### src/rtl/run_arbiter_if.sv
// run_arbiter_if: run-control handshake, host port, core port and data-memory
// port of the run arbiter. The slave modport is the arbiter's view. The master
// modport is the view of the surrounding system (host, core and memory).
interface run_arbiter_if #(
  parameter int AW = 8,
  parameter int DW = 8,
  parameter int CW = 16
);
  // Four-phase run handshake and run status
  logic          req;
  logic          done;
  logic          busy;
  logic          timeout;
  logic [CW-1:0] cycles;

  // Host access port
  logic          host_valid;
  logic          host_wr_en;
  logic [AW-1:0] host_addr;
  logic [DW-1:0] host_wdata;
  logic          host_ready;
  logic [DW-1:0] host_rdata;
  logic          host_rvalid;

  // Core port
  logic          core_rst;
  logic          core_done;
  logic          core_wr_en;
  logic [AW-1:0] core_addr;
  logic [DW-1:0] core_wdata;
  logic [DW-1:0] core_rdata;

  // Data-memory port (asynchronous read, synchronous write)
  logic          mem_wr_en;
  logic [AW-1:0] mem_addr;
  logic [DW-1:0] mem_wdata;
  logic [DW-1:0] mem_rdata;

  modport slave (
    input  req, host_valid, host_wr_en, host_addr, host_wdata,
           core_done, core_wr_en, core_addr, core_wdata, mem_rdata,
    output done, busy, timeout, cycles, host_ready, host_rdata, host_rvalid,
           core_rst, core_rdata, mem_wr_en, mem_addr, mem_wdata
  );

  modport master (
    output req, host_valid, host_wr_en, host_addr, host_wdata,
           core_done, core_wr_en, core_addr, core_wdata, mem_rdata,
    input  done, busy, timeout, cycles, host_ready, host_rdata, host_rvalid,
           core_rst, core_rdata, mem_wr_en, mem_addr, mem_wdata
  );
endinterface

### src/rtl/run_arbiter.sv
// run_arbiter: run controller and data-memory arbiter for the single-cycle core.
// Outside a run, the host owns the data memory. During a run, the core owns the
// memory and is held out of reset while the block counts cycles.
// Optional feature macro RUN_TIMEOUT_EN: when it is defined, a run also ends
// after MAX_CYCLES RUN cycles and timeout is raised. When it is undefined, a run
// ends only on core_done and the cycle counter saturates.
module run_arbiter #(
  parameter int AW         = 8,
  parameter int DW         = 8,
  parameter int CW         = 16,
  parameter int MAX_CYCLES = 1000
) (
  input  logic         clk,
  input  logic         reset,
  run_arbiter_if.slave bus
);

  typedef enum logic [1:0] {
    ST_IDLE   = 2'd0,
    ST_START  = 2'd1,
    ST_RUN    = 2'd2,
    ST_FINISH = 2'd3
  } state_t;

  state_t        r_state;
  state_t        w_nextState;
  logic [CW-1:0] r_cycles;
  logic [CW-1:0] w_cyclesInc;
  logic          r_timeout;
  logic [DW-1:0] r_hostRdata;
  logic          r_hostRvalid;

  logic          w_limitHit;
  logic          w_run;
  logic          w_done;
  logic          w_busy;
  logic          w_coreRst;
  logic          w_hostReady;
  logic          w_hostRead;
  logic          w_memWrEn;
  logic [AW-1:0] w_memAddr;
  logic [DW-1:0] w_memWdata;

`ifdef RUN_TIMEOUT_EN
  // The run is cut off on the edge that would make the count reach MAX_CYCLES.
  localparam logic [CW-1:0] LP_LIMIT = CW'(MAX_CYCLES - 1);
  assign w_limitHit  = (r_cycles == LP_LIMIT);
  assign w_cyclesInc = r_cycles + CW'(1);
`else
  // With no cycle limit the run never ends on its own, so the count must saturate.
  assign w_limitHit  = 1'b0;
  assign w_cyclesInc = (&r_cycles) ? r_cycles : r_cycles + CW'(1);
`endif

  // The limit must be nonzero and must fit in the cycle counter.
  assert property (@(posedge clk) (MAX_CYCLES >= 1) && (MAX_CYCLES <= (1 << CW) - 1));

  // State register. The reset is synchronous and active-low.
  always_ff @(posedge clk) begin
    if (!reset) r_state <= ST_IDLE;
    else        r_state <= w_nextState;
  end

  // Next-state logic and state-decoded control outputs.
  always_comb begin
    w_nextState = r_state;
    w_run       = 1'b0;
    w_done      = 1'b0;
    w_busy      = 1'b0;
    w_coreRst   = 1'b1;
    w_hostReady = 1'b0;
    case (r_state)
      ST_IDLE: begin
        w_hostReady = 1'b1;
        if (bus.req) w_nextState = ST_START;
      end
      ST_START: begin
        w_busy      = 1'b1;
        w_nextState = ST_RUN;
      end
      ST_RUN: begin
        w_busy    = 1'b1;
        w_run     = 1'b1;
        w_coreRst = 1'b0;
        if (bus.core_done || w_limitHit) w_nextState = ST_FINISH;
      end
      ST_FINISH: begin
        w_done      = 1'b1;
        w_hostReady = 1'b1;
        if (!bus.req) w_nextState = ST_IDLE;
      end
      default: w_nextState = ST_IDLE;
    endcase
  end

  // Cycle counter: cleared in START, counts each RUN edge, and holds otherwise.
  always_ff @(posedge clk) begin
    if (!reset)                  r_cycles <= '0;
    else if (r_state == ST_START) r_cycles <= '0;
    else if (r_state == ST_RUN)   r_cycles <= w_cyclesInc;
  end

  // Timeout flag: cleared in START, and set only when the limit ends the run.
  // If core_done arrives on the same edge, the run counts as a normal finish.
  always_ff @(posedge clk) begin
    if (!reset)                   r_timeout <= 1'b0;
    else if (r_state == ST_START) r_timeout <= 1'b0;
    else if (r_state == ST_RUN && !bus.core_done && w_limitHit) r_timeout <= 1'b1;
  end

  assign w_hostRead = bus.host_valid & ~bus.host_wr_en & w_hostReady;

  // Host read path: capture the memory word on the accepting edge and strobe rvalid for one cycle.
  always_ff @(posedge clk) begin
    if (!reset) begin
      r_hostRdata  <= '0;
      r_hostRvalid <= 1'b0;
    end else begin
      r_hostRvalid <= w_hostRead;
      if (w_hostRead) r_hostRdata <= bus.mem_rdata;
    end
  end

  // Memory ownership mux: the core drives memory only in RUN. Otherwise the host drives it.
  always_comb begin
    w_memAddr  = bus.host_addr;
    w_memWdata = bus.host_wdata;
    w_memWrEn  = bus.host_valid & bus.host_wr_en & w_hostReady;
    if (w_run) begin
      w_memAddr  = bus.core_addr;
      w_memWdata = bus.core_wdata;
      w_memWrEn  = bus.core_wr_en;
    end
  end

  assign bus.done        = w_done;
  assign bus.busy        = w_busy;
  assign bus.timeout     = r_timeout;
  assign bus.cycles      = r_cycles;
  assign bus.host_ready  = w_hostReady;
  assign bus.host_rdata  = r_hostRdata;
  assign bus.host_rvalid = r_hostRvalid;
  assign bus.core_rst    = w_coreRst;
  assign bus.core_rdata  = bus.mem_rdata;
  assign bus.mem_wr_en   = w_memWrEn;
  assign bus.mem_addr    = w_memAddr;
  assign bus.mem_wdata   = w_memWdata;

endmodule

### src/flat_wrapper.sv
// flat-port wrapper written by rule: the top's interface ports become plain ports
module run_arbiter_flat 
#(
  parameter int AW         = 8,
  parameter int DW         = 8,
  parameter int CW         = 16,
  parameter int MAX_CYCLES = 1000
)
  (clk, reset, bus_req, bus_host_valid, bus_host_wr_en, bus_host_addr, bus_host_wdata, bus_core_done, bus_core_wr_en, bus_core_addr, bus_core_wdata, bus_mem_rdata, bus_done, bus_busy, bus_timeout, bus_cycles, bus_host_ready, bus_host_rdata, bus_host_rvalid, bus_core_rst, bus_core_rdata, bus_mem_wr_en, bus_mem_addr, bus_mem_wdata);
  run_arbiter_if #(.AW(AW), .DW(DW), .CW(CW)) bus_i ();
  input  logic clk;
  input  logic reset;
  input wire logic [$bits(bus_i.req)-1:0] bus_req;
  input wire logic [$bits(bus_i.host_valid)-1:0] bus_host_valid;
  input wire logic [$bits(bus_i.host_wr_en)-1:0] bus_host_wr_en;
  input wire logic [$bits(bus_i.host_addr)-1:0] bus_host_addr;
  input wire logic [$bits(bus_i.host_wdata)-1:0] bus_host_wdata;
  input wire logic [$bits(bus_i.core_done)-1:0] bus_core_done;
  input wire logic [$bits(bus_i.core_wr_en)-1:0] bus_core_wr_en;
  input wire logic [$bits(bus_i.core_addr)-1:0] bus_core_addr;
  input wire logic [$bits(bus_i.core_wdata)-1:0] bus_core_wdata;
  input wire logic [$bits(bus_i.mem_rdata)-1:0] bus_mem_rdata;
  output wire logic [$bits(bus_i.done)-1:0] bus_done;
  output wire logic [$bits(bus_i.busy)-1:0] bus_busy;
  output wire logic [$bits(bus_i.timeout)-1:0] bus_timeout;
  output wire logic [$bits(bus_i.cycles)-1:0] bus_cycles;
  output wire logic [$bits(bus_i.host_ready)-1:0] bus_host_ready;
  output wire logic [$bits(bus_i.host_rdata)-1:0] bus_host_rdata;
  output wire logic [$bits(bus_i.host_rvalid)-1:0] bus_host_rvalid;
  output wire logic [$bits(bus_i.core_rst)-1:0] bus_core_rst;
  output wire logic [$bits(bus_i.core_rdata)-1:0] bus_core_rdata;
  output wire logic [$bits(bus_i.mem_wr_en)-1:0] bus_mem_wr_en;
  output wire logic [$bits(bus_i.mem_addr)-1:0] bus_mem_addr;
  output wire logic [$bits(bus_i.mem_wdata)-1:0] bus_mem_wdata;
  assign bus_i.req = bus_req;
  assign bus_i.host_valid = bus_host_valid;
  assign bus_i.host_wr_en = bus_host_wr_en;
  assign bus_i.host_addr = bus_host_addr;
  assign bus_i.host_wdata = bus_host_wdata;
  assign bus_i.core_done = bus_core_done;
  assign bus_i.core_wr_en = bus_core_wr_en;
  assign bus_i.core_addr = bus_core_addr;
  assign bus_i.core_wdata = bus_core_wdata;
  assign bus_i.mem_rdata = bus_mem_rdata;
  assign bus_done = bus_i.done;
  assign bus_busy = bus_i.busy;
  assign bus_timeout = bus_i.timeout;
  assign bus_cycles = bus_i.cycles;
  assign bus_host_ready = bus_i.host_ready;
  assign bus_host_rdata = bus_i.host_rdata;
  assign bus_host_rvalid = bus_i.host_rvalid;
  assign bus_core_rst = bus_i.core_rst;
  assign bus_core_rdata = bus_i.core_rdata;
  assign bus_mem_wr_en = bus_i.mem_wr_en;
  assign bus_mem_addr = bus_i.mem_addr;
  assign bus_mem_wdata = bus_i.mem_wdata;
  run_arbiter #(.AW(AW), .DW(DW), .CW(CW), .MAX_CYCLES(MAX_CYCLES)) u_core (.clk(clk), .reset(reset), .bus(bus_i));
endmodule
### config.mk
export PLATFORM = sky130hd
export DESIGN_NAME = run_arbiter_flat
export DESIGN_NICKNAME = d
export VERILOG_FILES = /design/src/rtl/run_arbiter_if.sv /design/src/rtl/run_arbiter.sv /design/src/flat_wrapper.sv
export SDC_FILE = /design/constraint.sdc
export NUM_CORES = 1
export LEC_CHECK = 0
export CORE_MARGIN = 2
export CORE_UTILIZATION = 33
export DETAILED_ROUTE_END_ITERATION = 7
export DONT_BUFFER_PORTS = 1
export SYNTH_ARGS = -nofsm -noshare
export SYNTH_HDL_FRONTEND = slang
export SYNTH_SLANG_ARGS = --single-unit
### constraint.sdc
create_clock -name clk -period 4.4 [get_ports clk]
set_input_delay 0.44 -clock clk [delete_from_list [all_inputs] [get_ports clk]]
set_output_delay 0.44 -clock clk [all_outputs]
set_load 0.005 [all_outputs]
==> impl_metrics.tcl <==
set metrics [dict create \
    status "complete, no violations" \
    antenna_found_initial 0 \
    max_slew_margin 0.361 \
    cap_violations 0 \
    num_rows 25 \
    async_reset_ff_frac 0 \
    grt_use_met1 0.151 \
    wl_per_cell_um 15.4 \
    totalWireLength_um 3600 \
    postSynthAreaPerCell_um2 9.04 \
    critPathRequiredTime_ps 4590 \
    final_layout_size_suffix_gt1_frac 0.144 \
    crit_arrival_ps 2640 \
    p_total_uw 680 \
    via_count 1282 \
    cts_tree "yes" \
    max_stage_delay_ps 800 \
    first_iter_violations 75 \
    max_freq_ghz 0.407 \
    synth-edff-count 0 \
    numClockSinks 27 \
    synthCells 178 \
    ys_top_cells_by_count "dfxtp_1, mux2_2, mux2i_1, nand2_1" \
    die_area_um2 5450 \
    tns_ps 0 \
    diodes 0 \
    ys_types 40 \
    syn_to_final_growth_pct 2.57 \
    worstHoldPathType "input pin to register" \
    grt_first_pass_wirelength_um 5340 \
    fin_util 0.349 \
    grt_usage 0.125 \
    vias_per_cell 5.48 \
    peakVddDrop_mv 0.190 \
    path_delay_family "adder cells" \
    cp-start-kind "register" \
    nFillCells 497 \
    overflow 0 \
    yosys-top-cells-area "dfxtp_1, mux2_2, mux2i_1" \
    clkLatencyLatePin_ps 270 \
    fin_crit_ps 2460 \
    worstPathCellList "inv_1, ha_1, nand3_1, nor4_1, a41oi_1, a211oi_1" \
    met3_usage 0.0370 \
    crit_slowest_cell "ha_1" \
    pre_cts_slack_ps 1980 \
    layout.nets 220 \
    synth_area_um2 1610 \
    grt_max_degree 28 \
    yosysTopAreaCellShare 0.336 \
    drv_slew 0 \
    place.detailed.hpwl_um 2830 \
    gp_congestion 0.745 \
    cts_made_buffers 3 \
    grt.busiest_layer "met2" \
    synth_seq_cells 27 \
    rsz0062_at_grt "false" \
    h-tree-depth 1 \
    first_pass_iters 4 \
    synth_top_flop_cell "dfxtp_1" \
    cp_num_buf_inv 1 \
    cp_max_fo 27 \
    synth_top_cell_by_area "dfxtp_1" \
    cts.clk_slew.worst_paths_ps 90 \
    root_buffer "clkbuf_8" \
    drc_errors 0 \
    io_pins 102 \
    powerDensity_nw_per_um2 412 \
    finalCritPeriodShare 0.558 \
    die_w_um 73.8 \
    port_buffers 0 \
    die_h_um 73.8 \
    ctsResizeCount 0 \
    initial_utilization 0.341 \
    cts_hold_buf 0 \
    tightest_slew_ps 958 \
    grtUsageMet2 0.213 \
    setup_viol 0 \
    hold_viol 0 \
    placeableCoreArea_um2 4720 \
    clock_path_buffers 2 \
    grt_pass1_vias 1062 \
    setup_slack_ps 1940 \
    critPathKind "register to register" \
    yosysWarnings 0 \
    drtAntennaViolNets 0 \
    endpoint_kind "register" \
    postCtsSetupBuffers 0 \
    synth-seq-area-share 0.336 \
    power.leakage_uw 0.000568 \
    yosysMostFrequentCell "dfxtp_1" \
    syn_nets 230 \
    finClkSkew_ps 4.70 \
]
==> final cells by class <==
cell class / count / area, um^2 / share of cell area
clock buffer: 4 / 45.0 / 0.0273
tap: 67 / 83.8 / 0.0508
inverter: 5 / 18.8 / 0.0114
sequential: 27 / 541 / 0.328
multi-input combinational: 130 / 955 / 0.578
timing repair buffer: 1 / 7.51 / 0.00455
==> per-stage QoR <==
stage | hold WS (ps) | instance area, um^2 | cells
final | 284 | 1650 | 234
after floorplan | 499 | 1610 | 178
after global placement | 532 | 1610 | 230
after CTS | 274 | 1650 | 234
after detailed placement | 534 | 1610 | 230
after global routing | 282 | 1650 | 234
==> layout by cell type, fill, tap and decap left out, drive strengths merged, types with 4 or more instances in the layout <==
| cell type | synthesis | layout |
|---|---|---|
| a21oi | 9 | 9 |
| clkbuf | 5 | 4 |
| dfxtp | 27 | 27 |
| ha | 5 | 5 |
| inv | 5 | 5 |
| mux2 | 16 | 16 |
| mux2i | 10 | 10 |
| nand2 | 10 | 10 |
| nand3 | 8 | 8 |
| nand4 | 7 | 7 |
| nor2 | 6 | 6 |
| nor2b | 9 | 9 |
| nor4 | 6 | 6 |
| o21ai | 9 | 9 |
| or3 | 5 | 5 |
==> cells by family after synthesis <==
kind of cell	synth area share
buffers and inverters	0.0708
multiplexers	0.174
XOR/XNOR	0.0163
AND/OR/NAND/NOR	0.243
flip-flops	0.336
adder cells (fa/ha/maj)	0.0389
AO/OA/AOI/OAI	0.119
other	0.00233
==> final timing paths <==
check / cells after the start / slack [ps] / from / end
setup reg to reg: 6 / 1940 / u_core.r_state[0] / u_core.bus.cycles[15]
hold / removal: 1 / 280 / reset / u_core.bus.host_rvalid
setup / recovery: 6 / 1940 / u_core.r_state[0] / u_core.bus.cycles[15]
hold reg to reg: 2 / 540 / u_core.bus.host_rdata[1] / u_core.bus.host_rdata[1]
==> flip-flops by register name, indices dropped and copies added, names as in the netlist <==
signal                  cells
u_core.bus.cycles          16
u_core.bus.host_rdata       8
u_core.bus.host_rvalid      1
u_core.r_state              2
==> worst register-to-register path: cells and delay by family (launching register included) <==
family,cells,cell delay [ps]
buffers and inverters,1,90
and+or+nand+nor,2,750
DFF,1,350
adders and majority gates,1,800
AOI/OAI and AO/OA,2,390
==> metal layers <==
layer / vias to the layer above / wire [um]
met5: - / 0
met4: 0 / 42
met3: 4 / 289
met2: 68 / 1760
met1: 584 / 1510
li1: 626 / -
==> power breakdown <==
| group | total, uW | internal [uW] | leakage, uW | switching, uW |
|---|---|---|---|---|
| Clock | 144 | 65.0 | 0.0000228 | 79.0 |
| Sequential | 287 | 268 | 0.000219 | 19.5 |
| Combinational | 249 | 113 | 0.000326 | 136 |
No activity file was read; power rests on OpenSTA's default activity.
